**src/rtl/dot8_seq.sv**
```systemverilog
// Sequential float8 dot product: streams N operand pairs from two memories
// through one Float8Mult and accumulates the products in Q12.7 fixed point.

module Float8Mult (
    input  logic [7:0] iNum1,
    input  logic [7:0] iNum2,
    output logic [7:0] oNum,
    output logic       overflow
);
    logic [9:0] mProd;
    logic       norm;
    logic [3:0] mant;
    logic [4:0] eSum;

    // Truncating multiply; results below the smallest normal flush to zero
    always_comb begin
        oNum     = 8'h00;
        overflow = 1'b0;
        mProd    = 10'({1'b1, iNum1[3:0]}) * 10'({1'b1, iNum2[3:0]});
        norm     = mProd[9];
        mant     = norm ? mProd[8:5] : mProd[7:4];
        eSum     = 5'(iNum1[6:4]) + 5'(iNum2[6:4]) + 5'(norm);
        if ((iNum1[6:4] != 3'd0) && (iNum2[6:4] != 3'd0)) begin
            if (eSum > 5'd11) begin
                overflow = 1'b1;
                oNum     = {iNum1[7] ^ iNum2[7], 7'h7F};
            end else if (eSum >= 5'd5) begin
                oNum = {iNum1[7] ^ iNum2[7], 3'(eSum - 5'd4), mant};
            end
        end
    end
endmodule

module dot8_seq #(
    parameter int unsigned ADDR_W = 8
) (
    input  logic              iClk,
    input  logic              iRst_n,
    input  logic              iStart,
    input  logic [7:0]        iLen,
    input  logic [ADDR_W-1:0] iBaseA,
    input  logic [ADDR_W-1:0] iBaseB,
    output logic              oRdEn,
    output logic [ADDR_W-1:0] oAddrA,
    output logic [ADDR_W-1:0] oAddrB,
    input  logic [7:0]        iDataA,
    input  logic [7:0]        iDataB,
    output logic              oBusy,
    output logic              oDone,
    output logic [19:0]       oResult,
    output logic              oOverflow
);
    localparam int unsigned ACC_W = 20;
    localparam int unsigned CNT_W = 8;

    localparam logic [1:0] IDLE  = 2'd0;
    localparam logic [1:0] RUN   = 2'd1;
    localparam logic [1:0] DRAIN = 2'd2;
    localparam logic [1:0] DONE  = 2'd3;

    logic [1:0]        state, stateNext;
    logic [CNT_W-1:0]  cnt, cntNext, cntInc;
    logic [CNT_W-1:0]  lenM1, lenM1Next;
    logic [ADDR_W-1:0] baseA, baseANext, baseB, baseBNext;
    logic [ADDR_W-1:0] addrANext, addrBNext;
    logic              rdEnNext, busyNext, doneNext, clrAcc;

    logic [7:0]              mulNum;
    logic                    mulOvf;
    logic                    rdEnD, prodVld, prodOvf;
    logic [7:0]              prodReg;
    logic signed [ACC_W-1:0] acc, term;
    logic                    ovfSticky;

    Float8Mult uMult (
        .iNum1    (iDataA),
        .iNum2    (iDataB),
        .oNum     (mulNum),
        .overflow (mulOvf)
    );

    function automatic logic signed [ACC_W-1:0] toFixed(input logic [7:0] f);
        logic [ACC_W-1:0] mag;
        mag = ACC_W'({1'b1, f[3:0]}) << (f[6:4] - 3'd1);
        if (f[6:4] == 3'd0) return '0;
        return f[7] ? -mag : mag;
    endfunction

    assign cntInc = cnt + CNT_W'(1);
    assign term   = toFixed(prodReg);

    // Next-state and next-output logic
    always_comb begin
        stateNext = state;
        cntNext   = cnt;
        lenM1Next = lenM1;
        baseANext = baseA;
        baseBNext = baseB;
        rdEnNext  = 1'b0;
        addrANext = '0;
        addrBNext = '0;
        clrAcc    = 1'b0;
        case (state)
            IDLE: begin
                if (iStart) begin
                    stateNext = RUN;
                    lenM1Next = iLen - CNT_W'(1);
                    baseANext = iBaseA;
                    baseBNext = iBaseB;
                    cntNext   = '0;
                    rdEnNext  = 1'b1;
                    addrANext = iBaseA;
                    addrBNext = iBaseB;
                    clrAcc    = 1'b1;
                end
            end
            RUN: begin
                if (cnt == lenM1) begin
                    stateNext = DRAIN;
                    cntNext   = '0;
                end else begin
                    cntNext   = cntInc;
                    rdEnNext  = 1'b1;
                    addrANext = baseA + ADDR_W'(cntInc);
                    addrBNext = baseB + ADDR_W'(cntInc);
                end
            end
            DRAIN: begin
                if (cnt == CNT_W'(1)) begin
                    stateNext = DONE;
                    cntNext   = '0;
                end else begin
                    cntNext = cntInc;
                end
            end
            default: stateNext = IDLE;
        endcase
        busyNext = (stateNext != IDLE);
        doneNext = (stateNext == DONE);
    end

    always_ff @(posedge iClk or negedge iRst_n) begin
        if (!iRst_n) begin
            state  <= IDLE;
            cnt    <= '0;
            lenM1  <= '0;
            baseA  <= '0;
            baseB  <= '0;
            oRdEn  <= 1'b0;
            oAddrA <= '0;
            oAddrB <= '0;
            oBusy  <= 1'b0;
            oDone  <= 1'b0;
        end else begin
            state  <= stateNext;
            cnt    <= cntNext;
            lenM1  <= lenM1Next;
            baseA  <= baseANext;
            baseB  <= baseBNext;
            oRdEn  <= rdEnNext;
            oAddrA <= addrANext;
            oAddrB <= addrBNext;
            oBusy  <= busyNext;
            oDone  <= doneNext;
        end
    end

    // Product register (data arrives one cycle after the read) and accumulator
    always_ff @(posedge iClk or negedge iRst_n) begin
        if (!iRst_n) begin
            rdEnD     <= 1'b0;
            prodVld   <= 1'b0;
            prodReg   <= '0;
            prodOvf   <= 1'b0;
            acc       <= '0;
            ovfSticky <= 1'b0;
        end else begin
            rdEnD   <= oRdEn;
            prodVld <= rdEnD;
            if (rdEnD) begin
                prodReg <= mulNum;
                prodOvf <= mulOvf;
            end
            if (clrAcc) begin
                acc       <= '0;
                ovfSticky <= 1'b0;
            end else if (prodVld) begin
                if (prodOvf) ovfSticky <= 1'b1;
                else         acc       <= acc + term;
            end
        end
    end

    assign oResult   = acc;
    assign oOverflow = ovfSticky;
endmodule

```
**config.mk**
```make
export PLATFORM = sky130hd
export DESIGN_NAME = dot8_seq
export DESIGN_NICKNAME = d
export VERILOG_FILES = /design/src/rtl/dot8_seq.sv
export SDC_FILE = /design/constraint.sdc
export NUM_CORES = 1
export LEC_CHECK = 0
export ABC_AREA = 1
export BUFFER_PORTS_ARGS = -buffer_cell sky130_fd_sc_hd__buf_2
export CAP_MARGIN = 20
export CORE_UTILIZATION = 45
export DETAILED_ROUTE_END_ITERATION = 6
export HOLD_SLACK_MARGIN = 0.1
export PLACE_DENSITY = 0.76
export SETUP_SLACK_MARGIN = 0.4
export SYNTH_ARGS = -nofsm -noshare
export SYNTH_HDL_FRONTEND = slang
export SYNTH_SLANG_ARGS = --single-unit
```
**constraint.sdc**
```tcl
create_clock -name iClk -period 4.9 [get_ports iClk]
set_input_delay 0.49 -clock iClk [delete_from_list [all_inputs] [get_ports iClk]]
set_output_delay 0.49 -clock iClk [all_outputs]
set_load 0.005 [all_outputs]
```
; After elaboration in Yosys (flattened, before gate mapping)
; Index checks and enable logic that the tools add are counted.
[classes]
addsub = 10
multipliers = 1
n_lt_le_gt_ge = 2
n_eq_ne = 7
n_shift = 1
n_mux = 34
bitwise_logic = 1
n_reduce_logical = 13
[ops]
columns = op, count
row1 = two-way mux 20 bit, 6
row2 = two-way mux 8 bit, 10
row3 = case mux 8 bit (2 select lines), 2
row4 = case mux 8 bit (3 select lines), 1
row5 = adder 20 bit, 1
row6 = negation 20 bit, 1
row7 = << shifter 5 x 3 -> 20 bit, 1
row8 = adder 8 bit, 2
row9 = multiplier 5 x 5 -> 10 bit, 1
row10 = two-way mux 1 bit, 9
row11 = nonzero test 3 bit, 3
row12 = "adder 8 x 1 -> 8 bit, second input constant", 1
row13 = "equality test 8 x 1 -> 1 bit, second input constant", 1
row14 = equality test 8 bit, 1
row15 = AND reduction 2 bit, 4
row16 = "subtractor 8 x 1 -> 8 bit, second input constant", 1
row17 = two-way mux 2 bit, 3
row18 = case mux 2 bit (3 select lines), 1
row19 = nonzero test 2 bit, 3
row20 = adder 4 x 1 -> 5 bit, 1
row21 = "greater-or-equal comparator 5 x 3 -> 1 bit, second input constant", 1
row22 = "greater-than comparator 5 x 4 -> 1 bit, second input constant", 1
row23 = adder 3 x 3 -> 4 bit, 1
row24 = "equality test 2 bit, second input constant", 2
row25 = other kinds (10), 11
[word_totals]
register_bits = 85
output_inout_bits = 40

; Longest topological paths before layout
; Gate-level depths: netlist (run 1).
[logic_depth]
depth_word = 9
ltp_mapped = 26

; Modules after synthesis
; A second synthesis (run 1) with hierarchy kept.
[unflattened]
cells_unflattened = 937
area_unflattened_um2 = 6897.9
[modules_own_cells]
columns = mod, n_inst, cells_each, area_each_um2, seq_area_each_um2
row1 = dot8_seq, 1, 765, 5788.1, 2127.0
row2 = Float8Mult, 1, 172, 1109.8, 0.0

; Worst setup path after synthesis (run 1)
; OpenSTA, ideal clock, no wires.
[synth_path]
path_type = input-to-reg
startpoint = in iDataB[3]
endpoint = reg prodReg[4]
arrival_ns = 4.572
required_time_ns = 4.771
setup_slack_ns = 0.199
path_stages = 23
n_path_buf = 0
path_cell_list = nand2_1 inv_1 fa_1 inv_1 fa_1 fa_1 inv_1 ha_1 a21oi_1 nand2_1 nand4_1 nand2_1 nand2_1 nand2_1 fa_1 fa_1 inv_1 o21ai_0 nand2_1 nand2_1 inv_1 o21ai_0 o21ai_0
[synth_via]
elab_chain_len = 6
word_cells_on_any_way = 8
cone_classes = add/sub (2) / mul (1) / order compare (2) / mux (3)
[synth_lines]
columns = item, line_no
row1 = start: declaration, 47  ; input logic [7:0] iDataB,
row2 = multiplier 5 x 5 -> 10 bit *, 19  ; mProd = 10'({1'b1, iNum1[3:0]}) * 10'({1'b1, iNum2[3:0]});
row3 = adder 4 x 1 -> 5 bit *, 22  ; eSum = 5'(iNum1[6:4]) + 5'(iNum2[6:4]) + 5'(norm);
row4 = greater-or-equal comparator 5 x 3 -> 1 bit / subtractor 3 bit (equally long branches), "27, 28"
row5 = two-way mux 8 bit, 27  ; end else if (eSum >= 5'd5) begin
row6 = two-way mux 8 bit *, 24  ; if (eSum > 5'd11) begin
row7 = two-way mux 8 bit *, 23  ; if ((iNum1[6:4] != 3'd0) && (iNum2[6:4] != 3'd0)) begin
row8 = end signal: assignment, 181  ; prodReg <= mulNum;
row9 = end: declaration, 71  ; logic [7:0] prodReg;
; Every way passes the cells marked *; elsewhere a longest branch is shown, timed or not.
; A chain may end at the register's enable or synchronous reset.

; Worst setup path in the final report (run 1)
; Same ends and word-level chain as after synthesis.

==> flow_metrics.tcl, run 1 <==
set metrics [dict create \
    routed_wirelength_um 15700 \
    crit_chain "buf_4, nand2_2, inv_1, fa_1, inv_1, fa_1, fa_1, inv_2, ha_4, nand3_2, nand2_2, nand4_1, nand3_2, nand2_4, fa_2, fa_2, inv_1, o21ai_1, nand2_1, nand2_2, inv_4, o21ai_0, o21ai_1" \
    yosys.area_share.adder_pct 15.6 \
    fin_crit_sh_pct 90.5 \
    cap_viol_max_count 0 \
    synthSimpleGateAreaFrac_pct 26.5 \
    vias_in_the_first_global_route 5793 \
    post-route-drc-count 0 \
    synthFlopType "sky130_fd_sc_hd__dfrtp_1" \
    worst_path_largest_cell_delay_ps 520 \
    mapped_nets 1010 \
    start_util_pct 46.1 \
    crit_fanout 6 \
    layout.nets 1101 \
    timing.max_slew.rel_slack_pct 40.1 \
    port_buffers 82 \
    syn-mean-instance-area_um2 7.52 \
    worstMarginPinSlew_ps 898 \
    floorplan.die.width_um 124 \
    synth_enable_flop_cells 0 \
    mux_contribution_to_synthesized_area_pct 0.149 \
    setup_tns_ps 0 \
    clk_latency_ps 350 \
    synthDominantAreaCellType "sky130_fd_sc_hd__dfrtp_1" \
    worst-endpoint-arrival_ps 4650 \
    final.min_clock_period_ps 4430 \
    pwr_density_cell_nw_per_um2 625 \
    synth.area.top_cells "sky130_fd_sc_hd__dfrtp_1, sky130_fd_sc_hd__nand2_1, sky130_fd_sc_hd__ha_1" \
    die_y_um 124 \
    critPathRequiredTime_ps 5120 \
    grt_first_pass_wirelength_um 26200 \
    dp_hpwl_um 11800 \
    tritoncts_clock_tree "built" \
    vias_per_cell 5.20 \
    reg2reg_slack_ps 840 \
    critPathCaptureType "flop" \
    count_of_pins_on_the_block_boundary 83 \
    dominant_combinational_cell_family_by_area_after_synthesis "simple AND/OR/NAND/NOR gates" \
    synth_seq_area_share_pct 31.7 \
    cts.clk_slew.worst_paths_ps 70 \
    clock_sink_count 85 \
    power.ir.vdd_worst_mv 0.278 \
    finalPower_mw 4.85 \
    clock_tree.htree_level_count 3 \
    final-max-slew-violation-count 0 \
    grtUsageTotal_pct 21.8 \
    multiInputGateArea_um2 4100 \
    p_leak_nw 4.29 \
    max-clock-path-buffers 2 \
    cell_count_after_placement 1149 \
    synth-compound-area-share_pct 14.2 \
    critical_path.startpoint_type "input port" \
    filler_cell_count 1410 \
    run_status "completed" \
    root_buffer "sky130_fd_sc_hd__clkbuf_16" \
    holdCritPathClass "input port to flop" \
    synth_area_um2 6700 \
    synth_top_cell_area_share_pct 31.7 \
    post_synth_most_frequent_cells "sky130_fd_sc_hd__nand2_1, sky130_fd_sc_hd__inv_1, sky130_fd_sc_hd__dfrtp_1" \
    synth.ff_latch_count 85 \
    via_count 6089 \
    grt_max_degree 72 \
    ys_warn_count 0 \
    criticalPathCategory "input port to flop" \
    core_area_um2 14500 \
    drive_above_1_share_pct 16.7 \
    cpMaxStageDelayCell "sky130_fd_sc_hd__fa_1" \
    num_rows 44 \
    synthArstFlopShare_pct 100 \
    seqCellArea_um2 2130 \
    synth-xor-area-share_pct 3.40 \
    flow.area_growth_from_synthesis_pct 15.9 \
    finalClockSkew_ps 10.6 \
    finalSetupViolations 0 \
    unrepaired_setup_endpoints_after_global_routing "yes" \
    yosys.cell_types.count 48 \
    detailedRoute.firstPassIterationCount 7 \
    synthesis.instances 891 \
    post-route-util_pct 53.5 \
    clock.fmax_mhz 226 \
    gpl.final_weighted_congestion 0.922 \
    avgRoutedWirePerCell_um 13.4 \
    post-synth-top-count-cell "sky130_fd_sc_hd__nand2_1" \
    final_hold_viol_count 0 \
    first_iter_violations 436 \
    cts_inserted_buffers 9 \
    gr-total-overflow 0 \
    antenna_violations_before_repair 1 \
    antenna_left 0 \
    fp.dieArea_um2 15400 \
    final_cells 1172 \
]
area by class of cell:
| class | instances | share of cell area [%] |
|---|---|---|
| flip-flops and latches | 85 | 27.4 |
| inverters | 127 | 6.27 |
| multi-input cells | 666 | 52.7 |
| clock buffers | 10 | 2.95 |
| diodes | 1 | 0.0322 |
| repair buffers | 93 | 6.44 |
| clock inverters | 6 | 1.22 |
| well taps | 184 | 2.96 |
through the flow:
| step | instance area [um2] | worst slack [ps] | hold WS [ps] |
|---|---|---|---|
| after floorplan | 6730 | 415 | 194 |
| after global placement | 7330 | 106 | 367 |
| after detailed placement | 7330 | -53.6 | 370 |
| after CTS | 7680 | 407 | 329 |
| after global routing | 7770 | 321 | 358 |
| final | 7770 | 466 | 343 |
repair_timing:
item	CTS	global route
endpoints found under the hold margin	14	0
resized for setup	2	23
pin swaps	0	10
endpoints found under the setup margin	6	20
setup buffers	1	4
hold buffers	1	0
where the power goes:
group          internal, mW  switching [mW]  leakage [nW]
Combinational          1.06            1.85          3.04
Sequential            0.980           0.212          1.09
Clock                 0.452           0.298         0.158
Total                  2.49            2.36          4.29
worst max-delay path, delay by kind of cell:
family,cells,cell delay (ps)
buffers and inverters,6,400
adders and majority gates,6,2670
and+or+nand+nor,8,810
AOI/OAI and AO/OA,3,260
cells by family after synthesis:
logic type,after synthesis
simple gates,397
compound gates,166
buf+inv,140
flops,85
fa+ha+maj,76
xor+xnor,26
mux,1
cells in the final DEF, fill, tap and decap left out, drive strengths merged, types with 7 or more instances in the layout:
| master | netlist | final |
|---|---|---|
| a21oi | 49 | 49 |
| buf | 6 | 92 |
| clkbuf | 7 | 10 |
| dfrtp | 85 | 85 |
| fa | 13 | 13 |
| ha | 63 | 63 |
| inv | 127 | 129 |
| nand2 | 256 | 256 |
| nand3 | 49 | 49 |
| nand4 | 15 | 15 |
| nor2 | 56 | 56 |
| o21ai | 72 | 72 |
| o22ai | 9 | 9 |
| or2 | 7 | 7 |
| xnor2 | 11 | 11 |
| xor2 | 15 | 15 |
registers in the layout, indices dropped and copies added (netlist names), 2 cells and up:
name and cells:
prodReg 8, oAddrA 8, state 2, baseB 8, cnt 8, baseA 8
oAddrB 8, oResult 20, lenM1 8
worst paths after layout:
| kind | startpoint | end | depth (start not counted) |
|---|---|---|---|
| worst max-delay path | iDataB[3] | prodReg[4] | 23 |
| worst min-delay path | iBaseA[2] | baseA[2] | 3 |
| worst max register to register | prodReg[4] | oResult[16] | 21 |
| worst min register to register | oRdEn | rdEnD | 0 |
| max in group asynchronous | iRst_n | prodReg[4] | 3 |
| min in group asynchronous | iRst_n | oResult[8] | 2 |
routing by layer:
layer  share of wire, %  track usage [%]
met5                  0                0
met4                1.8             8.78
met3                4.1             3.30
met2                 48             37.7
met1                 46             26.9
Power figures use the tool's default switching activity.
==> run 2, diff against run 1 <==
ABC_AREA = 0   (was 1)
PLACE_DENSITY = 0.77   (was 0.76)
clock period = 5.2 ns   (was 4.9 ns; I/O delays follow)
==> run 2 against run 1 <==
Compared with the run above: worst hold slack improved by 21 ps; first-iteration DRC count fell by 27%; critical path type unchanged; clock power fell by 11%; largest power group unchanged; clock skew fell by 3.8 ps; sequential power fell by 3%; setup slack got worse by 140 ps; final cell count fell by 13%; via count fell by 12%; core utilization rose by 1.4 points; cell area fell by 1.9%.
==> flow_metrics.tcl, run 2 <==
set metrics [dict create \
    dp_hpwl_um 10400 \
    post-synth-top-count-cell "sky130_fd_sc_hd__nand2_1" \
    final-max-slew-violation-count 0 \
    root_buffer "sky130_fd_sc_hd__clkbuf_16" \
    pwr_density_cell_nw_per_um2 613 \
    grt_first_pass_wirelength_um 23600 \
    vias_in_the_first_global_route 5063 \
    start_util_pct 46.1 \
    worstMarginPinSlew_ps 1060 \
    yosys.cell_types.count 61 \
    via_count 5369 \
    most_common_library_cell_in_the_layout_ignoring_fill_and_taps "sky130_fd_sc_hd__nand2_1" \
    gr-total-overflow 0 \
    routed_wirelength_um 14000 \
    die_y_um 121 \
    critical_path.startpoint_type "input port" \
    grtUsageMet3_pct 3.90 \
    max_reg_flops 20 \
    grtUsageTotal_pct 20.2 \
    power.ir.vdd_worst_mv 0.254 \
    timing.max_slew.rel_slack_pct 28.6 \
    cts_inserted_buffers 9 \
    critPathCaptureType "flop" \
    post-place-ws_ps -16.4 \
    cap_viol_max_count 0 \
    synthFlopType "sky130_fd_sc_hd__dfrtp_1" \
    run_status "completed" \
    avgRoutedWirePerCell_um 13.7 \
    post-route-util_pct 54.9 \
    num_rows 43 \
    grt_max_degree 86 \
    floorplan.die.width_um 121 \
    synth_seq_area_share_pct 33.2 \
    antenna_left 0 \
    layout.nets 956 \
    use_met2_pct 30.3 \
    clock_tree.htree_level_count 3 \
    drive_above_1_share_pct 19.8 \
    cpMaxStageDelayCell "sky130_fd_sc_hd__fa_2" \
    port_buffers 82 \
    synth_top_cell_area_share_pct 33.2 \
    clock_sink_count 85 \
    synthesis.instances 743 \
    critPathTopFamily "adder cells" \
    synth.area.top_cells "sky130_fd_sc_hd__dfrtp_1, sky130_fd_sc_hd__ha_1, sky130_fd_sc_hd__nand2_1" \
    p_leak_nw 3.83 \
    core_area_um2 13900 \
    post-route-drc-count 0 \
    worst_hold_slack_ps 365 \
    fin_crit_sh_pct 93.7 \
    antenna_violations_before_repair 0 \
    synthDominantAreaCellType "sky130_fd_sc_hd__dfrtp_1" \
    finalClockSkew_ps 6.79 \
    busiest_grt_layer "met2" \
    cts.clk_slew.worst_paths_ps 70 \
    number_of_antenna_diodes 0 \
    tritoncts_clock_tree "built" \
    mapped_nets 862 \
    post_synth_most_frequent_cells "sky130_fd_sc_hd__nand2_1, sky130_fd_sc_hd__dfrtp_1, sky130_fd_sc_hd__o21ai_0" \
    first_iter_violations 317 \
    worst-endpoint-arrival_ps 5100 \
    crit_chain "buf_6, and2_4, fa_1, inv_2, fa_1, fa_1, inv_2, ha_4, a21o_1, a221oi_2, a21oi_2, nor2_2, xnor2_2, fa_2, fa_2, inv_2, o21ai_2, a21o_1, nor2_2, a221o_1" \
    detailedRoute.firstPassIterationCount 4 \
    crit_buf_inv 4 \
    fp.dieArea_um2 14700 \
    synthArstFlopShare_pct 100 \
    final.setup.worst_slack_ps 328 \
    clk_latency_ps 350 \
    global_route.usage.met1_pct 28.6 \
    count_of_pins_on_the_block_boundary 83 \
    unrepaired_setup_endpoints_after_global_routing "yes" \
    synth_area_um2 6400 \
    final_cell_mix "sky130_fd_sc_hd__nand2_1, sky130_fd_sc_hd__dfrtp_1, sky130_fd_sc_hd__buf_2" \
    synth.ff_latch_count 85 \
    criticalPathCategory "input port to flop" \
    clock.fmax_mhz 205 \
    gpl.final_weighted_congestion 0.832 \
    critPathRequiredTime_ps 5430 \
    final.min_clock_period_ps 4870 \
    vias_per_cell 5.25 \
    holdCritPathClass "input port to flop" \
    crit_fanout 4 \
    syn-mean-instance-area_um2 8.62 \
    max-clock-path-buffers 2 \
    ys_warn_count 0 \
    synth_enable_flop_cells 0 \
    worst_path_largest_cell_delay_ps 550 \
    final_hold_viol_count 0 \
    finalSetupViolations 0 \
    flow.area_growth_from_synthesis_pct 19.0 \
]
==> run 2: routing by layer <==
metal / wire length [um] / up-vias
met4: 245 / 0
met3: 640 / 16
met5: 0 / -
met2: 6190 / 121
li1: - / 2756
met1: 6930 / 2476
==> run 2: final timing paths <==
path                             from     endpoint  slack [ps]  cells past startpoint
max                         iDataA[2]   prodReg[3]         330                     20
min reg2reg                     oRdEn        rdEnD         370                      0
min                         iBaseA[3]     baseA[3]         360                      3
max in group asynchronous      iRst_n     baseB[5]        4030                      3
min in group asynchronous      iRst_n   oResult[6]         560                      2
max reg2reg                prodReg[4]  oResult[19]         500                     20
==> run 2: worst min-delay path, stage by stage <==
cell	delay (ps)
sky130_fd_sc_hd__buf_2	70
sky130_fd_sc_hd__nand2_1	50
sky130_fd_sc_hd__nand2_1	50
==> run 2: stage by stage <==
stage                     total power, mW  TNS [ps]  std cells  area [um2]
final                                4.67         0       1022        7620
after global routing                 5.13         0       1022        7620
after CTS                            4.57         0       1013        7410
after detailed placement             3.86     -45.9        995        7080
after global placement               3.80         0        995        7080
after floorplan                      3.20         0        743        6430
==> run 2: report_power, final <==
part | internal (mW) | switching [mW]
Sequential | 0.932 | 0.217
Clock | 0.389 | 0.280
Combinational | 1.25 | 1.61
Total | 2.57 | 2.10
==> run 2: cell families after synthesis <==
group                    share of synthesized area [%]
flip-flops                                        33.2
multiplexers                                     0.586
buffers and inverters                             4.55
AND/OR/NAND/NOR                                   17.3
adder cells (fa/ha/maj)                           16.4
XOR/XNOR                                          8.62
AO/OA/AOI/OAI                                     19.4
==> run 2: cell type report <==
cell class / count / area, um2
clock inverter: 6 / 68.8
sequential: 85 / 2130
timing repair buffer: 108 / 643
multi-input combinational: 583 / 4130
clock buffer: 10 / 239
fill: 1265 / 6260
inverter: 50 / 190
tap: 180 / 225
==> run 2: repair_timing <==
action                                  in CTS  in global routing
gates resized for setup                      2                 32
pin swaps                                    5                 21
setup buffers                                2                  7
endpoints found under the hold margin        0                 12
endpoints found under the setup margin       5                 11
hold buffers                                 0                  1
